==> src/rtl/usb_pkg.sv <==
// rtl/usb_pkg.sv - shared USB transmit line states, FSM states and defaults
package usb_pkg;

    // Line states as {dp, dm}
    localparam logic [1:0] LINE_J   = 2'b10;
    localparam logic [1:0] LINE_K   = 2'b01;
    localparam logic [1:0] LINE_SE0 = 2'b00;

    localparam int STUFF_LEN_DEFAULT      = 6;
    localparam int EOP_SE0_CYCLES_DEFAULT = 2;

    typedef enum logic [2:0] {
        ST_IDLE,
        ST_SEND,
        ST_STUFF,
        ST_EOP_SE0,
        ST_EOP_J
    } tx_state_e;

    function automatic logic [1:0] line_for_level(input logic level);
        return level ? LINE_J : LINE_K;
    endfunction

endpackage

==> src/rtl/bit_stuffer.sv <==
// rtl/bit_stuffer.sv - consecutive-ones counter that requests a stuffed zero
module bit_stuffer
    import usb_pkg::*;
#(
    parameter int STUFF_LEN = STUFF_LEN_DEFAULT
) (
    input  logic clk,
    input  logic rst_b,
    input  logic bit_in,
    input  logic accept,
    input  logic clear,
    output logic stuff_req
);

    logic [2:0] ones_q;
    logic [2:0] ones_d;
    logic [2:0] base;

    // clear takes effect before an accepted bit, so the first bit of a packet counts from zero
    always_comb begin
        base      = clear ? 3'd0 : ones_q;
        ones_d    = base;
        stuff_req = 1'b0;
        if (accept) begin
            if (bit_in) begin
                ones_d    = base + 3'd1;
                stuff_req = (base == 3'(STUFF_LEN - 1));
            end else begin
                ones_d = 3'd0;
            end
        end
    end

    always_ff @(posedge clk or negedge rst_b) begin
        if (!rst_b) begin
            ones_q <= 3'd0;
        end else begin
            ones_q <= ones_d;
        end
    end

endmodule

==> src/rtl/nrzi_bitstuff.sv <==
// rtl/nrzi_bitstuff.sv - USB transmit bit stuffing, NRZI encoding and EOP generation
module nrzi_bitstuff
    import usb_pkg::*;
#(
    parameter int STUFF_LEN      = STUFF_LEN_DEFAULT,
    parameter int EOP_SE0_CYCLES = EOP_SE0_CYCLES_DEFAULT
) (
    input  logic clk,
    input  logic rst_b,
    input  logic bstr,
    input  logic bstr_valid,
    input  logic bstr_last,
    output logic bstr_ready,
    output logic dp,
    output logic dm,
    output logic tx_active,
    output logic pkt_done,
    output logic underrun
);

    tx_state_e  state_q, state_d;
    logic       level_q, level_d;
    logic [1:0] line_q, line_d;
    logic       tx_active_q, tx_active_d;
    logic       pkt_done_q, pkt_done_d;
    logic       underrun_q, underrun_d;
    logic       ready_q, ready_d;
    logic       last_q, last_d;
    logic [3:0] se0_cnt_q, se0_cnt_d;

    logic accept;
    logic take_bit;
    logic stuff_req;
    logic stuff_clear;
    logic level_base;
    logic data_level;

    assign accept     = bstr_valid && ready_q;
    assign level_base = (state_q == ST_IDLE) ? 1'b1 : level_q;
    assign data_level = bstr ? level_base : ~level_base;

    bit_stuffer #(
        .STUFF_LEN(STUFF_LEN)
    ) u_stuffer (
        .clk      (clk),
        .rst_b    (rst_b),
        .bit_in   (bstr),
        .accept   (accept),
        .clear    (stuff_clear),
        .stuff_req(stuff_req)
    );

    always_comb begin
        state_d     = state_q;
        level_d     = level_q;
        line_d      = line_for_level(level_q);
        tx_active_d = 1'b1;
        pkt_done_d  = 1'b0;
        underrun_d  = 1'b0;
        last_d      = last_q;
        se0_cnt_d   = se0_cnt_q;
        stuff_clear = 1'b1;
        take_bit    = 1'b0;

        case (state_q)
            ST_IDLE: begin
                level_d     = 1'b1;
                line_d      = LINE_J;
                tx_active_d = 1'b0;
                take_bit    = accept;
            end
            ST_SEND: begin
                stuff_clear = 1'b0;
                if (accept) begin
                    take_bit = 1'b1;
                end else begin
                    // Truncated packet: the first SE0 goes out now
                    line_d     = LINE_SE0;
                    underrun_d = 1'b1;
                    se0_cnt_d  = 4'd1;
                    state_d    = (EOP_SE0_CYCLES > 1) ? ST_EOP_SE0 : ST_EOP_J;
                end
            end
            ST_STUFF: begin
                level_d   = ~level_q;
                line_d    = line_for_level(~level_q);
                se0_cnt_d = 4'd0;
                state_d   = last_q ? ST_EOP_SE0 : ST_SEND;
            end
            ST_EOP_SE0: begin
                line_d = LINE_SE0;
                if (se0_cnt_q == 4'(EOP_SE0_CYCLES - 1)) begin
                    state_d = ST_EOP_J;
                end else begin
                    se0_cnt_d = se0_cnt_q + 4'd1;
                end
            end
            ST_EOP_J: begin
                level_d    = 1'b1;
                line_d     = LINE_J;
                pkt_done_d = 1'b1;
                state_d    = ST_IDLE;
            end
            default: begin
                state_d = ST_IDLE;
            end
        endcase

        if (take_bit) begin
            level_d     = data_level;
            line_d      = line_for_level(data_level);
            tx_active_d = 1'b1;
            last_d      = bstr_last;
            se0_cnt_d   = 4'd0;
            if (stuff_req) begin
                state_d = ST_STUFF;
            end else if (bstr_last) begin
                state_d = ST_EOP_SE0;
            end else begin
                state_d = ST_SEND;
            end
        end

        ready_d = (state_d == ST_IDLE) || (state_d == ST_SEND);
    end

    always_ff @(posedge clk or negedge rst_b) begin
        if (!rst_b) begin
            state_q     <= ST_IDLE;
            level_q     <= 1'b1;
            line_q      <= LINE_J;
            tx_active_q <= 1'b0;
            pkt_done_q  <= 1'b0;
            underrun_q  <= 1'b0;
            ready_q     <= 1'b1;
            last_q      <= 1'b0;
            se0_cnt_q   <= 4'd0;
        end else begin
            state_q     <= state_d;
            level_q     <= level_d;
            line_q      <= line_d;
            tx_active_q <= tx_active_d;
            pkt_done_q  <= pkt_done_d;
            underrun_q  <= underrun_d;
            ready_q     <= ready_d;
            last_q      <= last_d;
            se0_cnt_q   <= se0_cnt_d;
        end
    end

    assign bstr_ready = ready_q;
    assign dp         = line_q[1];
    assign dm         = line_q[0];
    assign tx_active  = tx_active_q;
    assign pkt_done   = pkt_done_q;
    assign underrun   = underrun_q;

endmodule

==> config.mk <==
export PLATFORM = sky130hd
export DESIGN_NAME = nrzi_bitstuff
export DESIGN_NICKNAME = d
export VERILOG_FILES = /design/src/rtl/usb_pkg.sv /design/src/rtl/bit_stuffer.sv /design/src/rtl/nrzi_bitstuff.sv
export SDC_FILE = /design/constraint.sdc
export NUM_CORES = 1
export LEC_CHECK = 0
export BUFFER_PORTS_ARGS = -buffer_cell sky130_fd_sc_hd__buf_2
export CAP_MARGIN = 15
export CORE_MARGIN = 5
export CORE_UTILIZATION = 45
export CTS_CLUSTER_SIZE = 10
export DETAILED_ROUTE_END_ITERATION = 6
export SLEW_MARGIN = 20
export SYNTH_ARGS = -nofsm -noshare
export SYNTH_HDL_FRONTEND = slang
export SYNTH_SLANG_ARGS = --single-unit
==> constraint.sdc <==
create_clock -name clk -period 2.41 [get_ports clk]
set_input_delay 0.723 -clock clk [delete_from_list [all_inputs] [get_ports clk]]
set_output_delay 0.723 -clock clk [all_outputs]
set_load 0.05 [all_outputs]
==> Yosys cells after proc, flatten, opt, wreduce, memory -nomap -nowiden <==
Cells that the tools add are included.
{ "totals": {"regBits": 18, "output_inout_bits": 6, "wordCells": 64} }
{ "classes": {"n_addsub": 2, "n_eq_ne": 9, "muxes": 33, "n_bitwise": 2, "reduce_logical": 8} }
{ "op_table": {"columns": ["cell", "n"], "rows": [
  ["2-to-1 mux 3 bit", 6],
  ["2-to-1 mux 2 bit", 8],
  ["2-to-1 mux 4 bit", 3],
  ["one-hot mux 3 bit (4 select lines)", 1],
  ["one-hot mux 4 bit (3 select lines)", 1],
  ["2-to-1 mux 1 bit", 11],
  ["one-hot mux 2 bit (4 select lines)", 1],
  ["equality test 3 x 1 -> 1 bit (second input constant)", 2],
  ["equality test 3 x 2 -> 1 bit (second input constant)", 2],
  ["equality test 3 bit (second input constant)", 2],
  ["zero test 3 bit", 2],
  ["!= test 3 bit (second input constant)", 2],
  ["adder 4 x 1 -> 4 bit (second input constant)", 1],
  ["equality test 4 x 1 -> 1 bit (second input constant)", 1],
  ["one-hot mux 1 bit (2 select lines)", 2],
  ["nonzero test 4 bit", 1],
  ["adder 3 x 1 -> 3 bit (second input constant)", 1],
  ["AND reduction 3 bit", 1],
  ["nonzero test 3 bit", 1],
  ["inverter 1 bit", 2],
  ["OR reduction 2 bit", 1],
  ["logical AND 1 bit", 1],
  ["logical OR 1 bit", 1]
]} }

==> Logic depth before layout (Yosys ltp) <==
Gate-level depths: netlist (run 1).
{ "depth": {"ltp_word": 9, "mapped_depth": 8} }

==> Cells and area by module <==
Synthesis (run 1) repeated with hierarchy kept, for this count alone.
{ "unflattened": {"cells_unflattened": 103, "hier_area_um2": 1024.7} }
{ "by_module_without_submodules": {"columns": ["mod", "instances", "cells_per_inst", "area_each_um2", "seq_area_each_um2"], "rows": [
  ["nrzi_bitstuff", 1, 85, 840.8, 379.1],
  ["bit_stuffer", 1, 18, 183.9, 75.1]
]} }

==> Worst setup path after synthesis (run 1) <==
OpenSTA, ideal clock, no wires.
{ "synth_path": {"kind": "register to register", "from": "reg state_q[1]", "to": "reg state_q[1]", "arrival_time_ns": 1.592, "required_ns": 2.284, "setup_slack_ns": 0.692, "path_stages_with_launch": 7, "period_less_slack_ns": 1.718, "cell_sequence": "dfrtp_1 buf_6 nor3b_4 nand2_1 ha_1 a41o_1 o311a_1"} }
{ "synth_via": {"elab_chain_cells": 7, "elab_cells_between_ends": 14, "classes_between": "4 x eq/ne; 9 x mux; 1 x reduce/logical"} }
{ "synth_rtl": {"columns": ["item", "line", "source"], "rows": [
  ["start, declared", "nrzi_bitstuff.sv:21", "tx_state_e state_q, state_d;"],
  ["start signal, assigned", "nrzi_bitstuff.sv:139", "state_q <= state_d;"],
  ["equality test 3 x 1 -> 1 bit", "nrzi_bitstuff.sv:65", "case (state_q)"],
  ["2-to-1 mux 3 bit", "bit_stuffer.sv:21", "base = clear ? 3'd0 : ones_q;"],
  ["equality test 3 bit", "bit_stuffer.sv:27", "stuff_req = (base == 3'(STUFF_LEN - 1));"],
  ["2-to-1 mux 1 bit", "bit_stuffer.sv:25", "if (bit_in) begin"],
  ["2-to-1 mux 1 bit", "bit_stuffer.sv:24", "if (accept) begin"],
  ["2-to-1 mux 2 bit", "nrzi_bitstuff.sv:115", "if (stuff_req) begin"],
  ["2-to-1 mux 3 bit *", "nrzi_bitstuff.sv:109", "if (take_bit) begin"],
  ["via state_d[1]", "nrzi_bitstuff.sv:21", null]
]} }
The timed path passes the listed nets; every way through them passes the cells marked *.
A chain may end at the register's enable or synchronous reset.

==> Final worst setup path (run 1) <==
{ "layout_path": {"from": "reg state_q[0]", "to": "reg state_q[1]"} }
The elaborated chain is that of the path after synthesis.

==> reports/summary.txt, run 1 <==
Top delay family on crit path: flip-flops
Top FF cell, synth: dfrtp_1
final-layout fill cell count: 238
clk slew on worst S/H paths: 0.11 ns
syn nets: 121
power per cell area: 1310 nW/um^2
critical-path cell list: nor3b_4, nand2_1, ha_1, a41o_1, o311a_1
IO Port Bufs: 10
Core ar.: 2410 sq um
Hold/Removal Path Class: primary input to async pin
reg2reg path depth: 5
Via-to-Cell Ratio: 5.50
Top Usage Layer GRT: met2
Total Nets Final: 129
Initial Util: 0.459
worst slew margin relative to its limit: 0.734
Die Y: 59.6 microns
drc violations: 0
most common cell after layout, fill and taps aside: dfrtp_1
vias in the first global route: 784
H-tree depth: 1
post-synthesis sequential area ratio: 0.411
critical path type: flip-flop to flip-flop
Syn. warnings: 0
CP required: 2.59 ns
PostCTS Resize Cnt: 0
total track usage: 0.132
Multi-input gate area: 582 sq um
Root Buffer Master: clkbuf_4
DIE AREA: 3550 sq um
Ant. Diodes: 0
min cycle time layout: 2.02 ns
Max Cap Viol: 0
crit-path max FO: 14
Worst Setup SP: state_q[0]
Bufs on Longest Clock Path: 2
initial antenna violation count: 0
status: finished clean
crit path max-delay cell type: dfrtp_1
HPWL after DPL: 1430 microns
met2 Use GR: 0.200
share of layout cells above drive strength 1: 0.193
CTS Buf Count: 3
P&R area growth vs syn: 7.58%
actual slew at the worst max-slew pin: 0.399 ns
Syn Inst Count: 112
Async SR Flop Fraction: 1.00
Final ANT Viol Nets: 0
Buffers & Inverters on Critical Path: 0
Post-Route WL: 2010 microns
Post-CTS Setup Inserts: 0
Vias: 820
most frequent cells in the layout: dfrtp_1, buf_2, nand2_1
syn_area_per_cell: 9.88 sq um
Setup crit end kind: flip-flop
M1 GR Usage: 0.177
first-pass GRT wire length: 3560 microns
Reg2Reg Launch Point: state_q[0]
worst skew pair latency: 0.29 ns
Final Hold Fails: 0
RD Place Congestion: 0.739
RSZ-0062 raised after global routing: no
CTS tree: done
WL/cell: 13.5 microns
I/O pins: 11
dpl cells: 145
Row Count: 18
Critical Path Max Stage Delay: 0.60 ns
CP arrival: 2.20 ns
chip width: 59.6 microns
pin count of the biggest net entering global routing: 24
final max-slew violation count: 0
register area: 454 sq um
FF-to-FF End: state_q[1]
M3 GR Usage: 0.0283
fin cells: 149
static leakage: 0.556 nW
setup TNS: 0 ns
clk_skew: 0.00608 ns
reg-to-reg setup timing slack: 0.39 ns
Iteration-0 DRC Markers: 17
Final Setup Violations: 0
number of synthesized register bits: 18
Mapped Area: 1110 sq um
Final Cycle Share: 0.837
post-synth cell types: 43
Max Fclk: 496 MHz
Critical Path Start Type: flip-flop
number of synthesized flops with an enable pin: 0
# hold bufs at CTS: 0
drt first pass iters: 4
grt total ovfl: 0
# clock sinks: 18
worst IR drop on VDD: 0.676 mV
Min Hold Slack: 0.339 ns
[report_power, final]
part	internal (W)	switching, W	leakage [nW]	total (W)
Sequential	0.000424	0.000125	0.224	0.000549
Clock	0.0000920	0.0000945	0.0210	0.000187
Combinational	0.000334	0.000486	0.311	0.000820
[kinds of logic after synthesis]
family | after synthesis | share of synthesized area
fa+ha+maj | 4 | 0.0453
compound gates | 29 | 0.196
flops | 18 | 0.411
buf+inv | 13 | 0.0633
simple gates | 46 | 0.266
mux | 2 | 0.0192
[metrics by stage]
stage / cell area [sq um] / total power [W] / utilization / setup WS, ns
floorplan: 1110 / 0.00125 / - / 0.692
global placement: 1150 / 0.00137 / 0.479 / 0.511
detailed placement: 1150 / 0.00137 / 0.479 / 0.452
CTS: 1190 / 0.00157 / 0.494 / 0.412
global route: 1190 / 0.00168 / 0.494 / 0.306
finish: 1190 / 0.00156 / 0.494 / 0.392
[Yosys cell counts, types with 2 or more instances]
library cell / instances / area [sq um]
a211o_1: 4 / 35.0
a21oi_1: 3 / 15.0
and2_1: 4 / 25.0
buf_2: 5 / 25.0
buf_6: 2 / 22.5
clkbuf_1: 2 / 7.51
dfrtp_1: 15 / 375
dfstp_2: 3 / 78.8
ha_1: 4 / 50.1
inv_1: 4 / 15.0
nand2_1: 8 / 30.0
nand2b_1: 4 / 25.0
nand3_1: 4 / 20.0
nand3b_1: 2 / 15.0
nand4_1: 2 / 12.5
nor2_1: 7 / 26.3
nor2b_1: 3 / 18.8
nor3_1: 2 / 10.0
o211ai_1: 3 / 22.5
o21a_1: 2 / 15.0
o21ai_1: 6 / 30.0
o2bb2ai_1: 2 / 17.5
[final cells by class]
cell class                 instances  share of cell area
multi-input combinational         81               0.489
sequential                        18               0.382
timing repair buffer              12              0.0547
tap                               30              0.0315
clock buffer                       4              0.0305
inverter                           4              0.0126
[registers in the layout (all words and copies together), names as in the netlist]
| register | flops |
|---|---|
| level_q | 1 |
| last_q | 1 |
| bstr_ready | 1 |
| line_q | 2 |
| tx_active | 1 |
| state_q | 3 |
| underrun | 1 |
| se0_cnt_q | 4 |
| u_stuffer.ones_q | 3 |
| pkt_done | 1 |
[worst max-delay path by stage]
stage	endpoint	slack, ns	cells after the start
finish	state_q[1]	0.39	5
global route	state_q[1]	0.31	5
CTS	bstr_ready	0.41	1
detailed placement	state_q[1]	0.45	5
global placement	state_q[1]	0.51	5
floorplan	state_q[1]	0.69	6
[routing by layer]
metal  wire, microns  share of wire
met1             973           0.48
met2             939           0.47
met3              72          0.036
met4              25          0.012
met5               0              0
Note: power is estimated with default switching activity, not from simulation.
==> run 2: changes to the inputs <==
- ABC_AREA: not set -> 1
- clock period: 2.41 -> 1.9 ns (I/O delays scaled with it)
==> reports/summary.txt, run 2 <==
status: finished clean
Setup WS post-layout: 0.151 ns
Syn. warnings: 0
xor/xnor cell area share of the yosys netlist: 0.0171
power per cell area: 1700 nW/um^2
Final ANT Viol Nets: 0
pin count of the biggest net entering global routing: 19
area leader, netlist: dfrtp_1
number of synthesized register bits: 18
Max Fclk: 572 MHz
Vias: 751
actual slew at the worst max-slew pin: 0.402 ns
RSZ-0062 raised after global routing: no
Mapped Area: 1020 sq um
Post-CTS Setup Inserts: 0
Syn Inst Count: 116
number of synthesized flops with an enable pin: 0
Total Nets Final: 141
Max Cap Viol: 0
most frequent cells in the layout: nand2_1, dfrtp_1, inv_1
I/O pins: 11
worst slew margin relative to its limit: 0.732
CP arrival: 1.95 ns
worst IR drop on VDD: 0.910 mV
drc violations: 0
Ant. Diodes: 0
Async SR Flop Fraction: 1.00
dpl cell area: 1120 sq um
Synth top area share: 0.366
grt total ovfl: 0
Final Hold Fails: 0
fin area: 1160 sq um
Critical Path Start Type: flip-flop
worst skew pair latency: 0.29 ns
# clock sinks: 18
Top FF cell, synth: dfrtp_1
total track usage: 0.127
Post-Route WL: 1860 microns
Core ar.: 2190 sq um
critical path type: flip-flop to flip-flop
Synth Area in Adders: 0.0488
Final Setup Violations: 0
H-tree depth: 1
simple-gate share of the synthesized area: 0.352
Largest Register: se0_cnt_q
Via-to-Cell Ratio: 4.72
HPWL after DPL: 1440 microns
first-pass GRT wire length: 3240 microns
static leakage: 0.604 nW
largest family of logic cells by synthesized area: simple AND/OR/NAND/NOR gates
leading registers by flop count: se0_cnt_q: 4 flops, state_q: 3 flops, u_stuffer.ones_q: 3 flops
initial antenna violation count: 0
min cycle time layout: 1.75 ns
Die Y: 57.7 microns
Iteration-0 DRC Markers: 13
mux contribution to synthesized area: 0
synth top area cells: dfrtp_1, nand2_1, dfstp_2, nand2_4, nand3_1
syn_area_per_cell: 8.83 sq um
final max-slew violation count: 0
Synth Area in Compound Gates: 0.0611
Setup crit end kind: flip-flop
clk slew on worst S/H paths: 0.11 ns
setup TNS: 0 ns
most frequent cell after synthesis: nand2_1
IO Port Bufs: 10
Largest register FFs: 4
Root Buffer Master: clkbuf_4
P&R area growth vs syn: 12.9%
WL/cell: 11.7 microns
most common cell after layout, fill and taps aside: nand2_1
clk_skew: 0.00504 ns
post-synthesis sequential area ratio: 0.443
RD Place Congestion: 0.751
Post-synth top cells: nand2_1, dfrtp_1, inv_1
share of layout cells above drive strength 1: 0.344
CTS Buf Count: 3
chip width: 57.7 microns
post-synth cell types: 26
Design Power: 0.00197 W
DIE AREA: 3330 sq um
vias in the first global route: 759
Final Cycle Share: 0.921
Bufs on Longest Clock Path: 2
drt first pass iters: 4
CP required: 2.10 ns
CTS tree: done
syn nets: 125
Initial Util: 0.468
Place WS: 0.105 ns
# hold bufs at CTS: 0
Hold/Removal Path Class: primary input to async pin
crit-path max FO: 6
Row Count: 17
==> run 2: cell types whose count changed after synthesis, sizes merged, moves of 4 or more <==
cell    before  now
nand2        8   31
inv          4   20
nand3        4   15
buf          7    0
nor2         7   14
a211o        4    0
and2         4    0
nand2b       4    0
o21ai        7    3
==> run 2: per-layer routing <==
metal	wire, microns	global-route usage	up-vias
li1	-	-	396
met1	871	0.153	344
met2	885	0.216	9
met3	87	0.0267	2
met4	14	0.0596	0
met5	0	0	-
==> run 2: stage by stage <==
stage / hold WS (ns) / util / cells
finish: 0.185 / 0.528 / 159
global route: 0.216 / 0.528 / 159
CTS: 0.196 / 0.527 / 159
detailed placement: 0.494 / 0.510 / 155
global placement: 0.488 / 0.510 / 155
floorplan: 0.274 / - / 116
==> run 2: what timing repair did <==
action                                 in CTS  in global routing
resized for setup                           0                  2
endpoints found under the hold margin       0                  0
setup endpoints to repair                   0                  4
==> run 2: worst paths after layout <==
check                           depth (start not counted)  startpoint  slack [ns]           end
min in group clk                                        2      last_q        0.51        last_q
worst max-delay path                                   13  state_q[2]        0.15  se0_cnt_q[0]
max in group asynchronous                               1       rst_b        1.39    bstr_ready
worst max register to register                         13  state_q[2]        0.15  se0_cnt_q[0]
worst min register to register                          2      last_q        0.51        last_q
worst min-delay path                                    1       rst_b        0.18     line_q[0]
==> run 2: layout make-up <==
| cell class | instances | area, sq um |
|---|---|---|
| clock buffers | 4 | 36.3 |
| multi-input cells | 78 | 493 |
| inverters | 20 | 80.1 |
| repair buffers | 11 | 57.6 |
| flip-flops and latches | 18 | 455 |
| well taps | 28 | 35.0 |
| fillers | 219 | 1030 |
==> run 2: kinds of logic after synthesis <==
| logic type | after synthesis |
|---|---|
| fa+ha+maj | 4 |
| buf+inv | 20 |
| simple gates | 62 |
| compound gates | 10 |
| flops | 18 |
| xor+xnor | 2 |
==> run 2: worst max-delay path, cell delays in order, from the launching register on <==
cell,delay [ns]
dfrtp_2,0.47
inv_4,0.11
nand3_4,0.12
nor2_2,0.13
inv_1,0.07
ha_1,0.17
nand2_1,0.06
inv_1,0.06
nand2_4,0.08
nand3_2,0.08
nand2_4,0.12
nand2_4,0.06
nand2_1,0.05
nand2_1,0.05
==> run 2: power breakdown <==
part | leakage, nW | internal (W) | switching, W
combinational | 0.359 | 0.000331 | 0.000760
clock | 0.0210 | 0.000117 | 0.000123
sequential | 0.224 | 0.000537 | 0.000101
total | 0.604 | 0.000985 | 0.000984
==> run 3: changes to the inputs <==
- ABC_AREA: 1 -> 0
==> reports/summary.txt, run 3 (synthesized netlist as in run 1, its figures left out) <==
crit-path max FO: 10
RD Place Congestion: 0.783
HPWL after DPL: 1510 microns
Die Y: 59.6 microns
clk_skew: 0.00134 ns
P&R area growth vs syn: 8.03%
Final Hold Fails: 0
sequential power share: 0.335
Row Count: 18
Largest register FFs: 4
reg2reg path depth: 5
setup TNS: 0 ns
chip width: 59.6 microns
leading registers by flop count: se0_cnt_q: 4 flops, state_q: 3 flops, u_stuffer.ones_q: 3 flops
Bufs on Longest Clock Path: 2
Initial Util: 0.459
Clock Power Share: 0.103
worst skew pair latency: 0.29 ns
Critical Path Start Type: flip-flop
most frequent cells in the layout: dfrtp_1, buf_2, nand2_1
vias in the first global route: 793
reg-to-reg setup timing slack: 0.25 ns
power per cell area: 1660 nW/um^2
Root Buffer Master: clkbuf_4
Worst path depth: 1
drt first pass iters: 4
CTS Buf Count: 3
IO Port Bufs: 10
Post-Route WL: 2130 microns
Buffers & Inverters on Critical Path: 1
dpl cell area: 1170 sq um
drc violations: 0
min cycle time layout: 1.84 ns
CP required: 1.33 ns
Net Sw Frac: 0.460
WL/cell: 14.1 microns
Top delay family on crit path: flip-flops
Vias: 844
critical path type: flip-flop to output port
critical-path cell list: buf_2
CP arrival: 1.27 ns
Final ANT Viol Nets: 0
status: finished clean
RSZ-0062 raised after global routing: no
pin count of the biggest net entering global routing: 24
DIE AREA: 3550 sq um
I/O pins: 11
Final Cycle Share: 0.967
Design Power: 0.00199 W
grt total ovfl: 0
static leakage: 0.560 nW
actual slew at the worst max-slew pin: 0.411 ns
most common cell after layout, fill and taps aside: dfrtp_1
share of layout cells above drive strength 1: 0.198
# clock sinks: 18
Via-to-Cell Ratio: 5.59
Max Cap Viol: 0
Setup crit end kind: output port
crit path max-delay cell type: dfstp_2
Ant. Diodes: 0
Critical path destination: bstr_ready
Max Fclk: 544 MHz
# hold bufs at CTS: 0
Post-CTS Setup Inserts: 0
worst slew margin relative to its limit: 0.724
P_sw: 0.000914 W
Largest Register: se0_cnt_q
final max-slew violation count: 0
fin area: 1190 sq um
Core ar.: 2410 sq um
clk slew on worst S/H paths: 0.11 ns
Iteration-0 DRC Markers: 25
Critical Path Max Stage Delay: 0.67 ns
total track usage: 0.132
CTS tree: done
Worst Setup SP: bstr_ready
Reg2Reg Launch Point: state_q[1]
first-pass GRT wire length: 3590 microns
initial antenna violation count: 0
worst IR drop on VDD: 0.840 mV
Total Nets Final: 131
H-tree depth: 1
Final Setup Violations: 0
FF-to-FF End: state_q[1]
Comb power frac: 0.562
Hold/Removal Path Class: primary input to async pin
PostCTS Resize Cnt: 0
Pint: 0.00107 W
## run 3: cell types whose count changed in the layout (fill, tap and decap cells not counted), moves of 5 or more
| cell | before | now |
|---|---|---|
| nand3_1 | 12 | 4 |
| nand2_4 | 6 | 0 |
| inv_1 | 13 | 4 |
| nand2_1 | 22 | 8 |
| inv_2 | 5 | 0 |
| o21ai_1 | 0 | 6 |
## run 3: worst min-delay path by stage
stage	endpoint	slack [ns]
6_report	line_q[0]	0.19
5_1_grt	pkt_done	0.22
4_1_cts	line_q[0]	0.21
3_5_place_dp	last_q	0.51
3_3_place_gp	last_q	0.50
2_1_floorplan	last_q	0.27
## run 3: cell type report
class                   instances  area, sq um
flip-flops and latches         18          454
repair buffers                 14         80.1
well taps                      30         37.5
inverters                       4         15.0
clock buffers                   4         26.3
multi-input cells              81          582
fillers                       219         1210
## run 3: worst reg2reg max path, stage by stage, from the launching register on
cell	delay, ns
dfrtp_1	0.42
nor3b_4	0.25
nand2_1	0.13
ha_1	0.21
a41o_1	0.25
o311a_1	0.29
## run 3: routing by layer
metal | global-route usage | vias up | wire length, microns
li1 | - | 426 | -
met1 | 0.179 | 405 | 1060
met2 | 0.214 | 11 | 956
met3 | 0.0240 | 2 | 92
met4 | 0.0380 | 0 | 19
met5 | 0 | - | 0
## run 3: power by group through the flow
stage	Combinational, W	Clock, W	Sequential (W)
after floorplan	0.000800	0	0.000782
after global placement	0.00110	0	0.000671
after detailed placement	0.00112	0	0.000673
after CTS	0.00112	0.000209	0.000666
after global routing	0.00122	0.000233	0.000690
final	0.00112	0.000206	0.000666
## run 3: metrics by stage
step	utilization	hold WS, ns	setup slack [ns]	cells
global placement	0.485	0.500	0.262	147
CTS	0.496	0.209	0.0541	151
finish	0.496	0.191	0.0619	151
floorplan	-	0.274	0.182	112
global route	0.496	0.216	0.0106	151
detailed placement	0.485	0.513	0.244	147
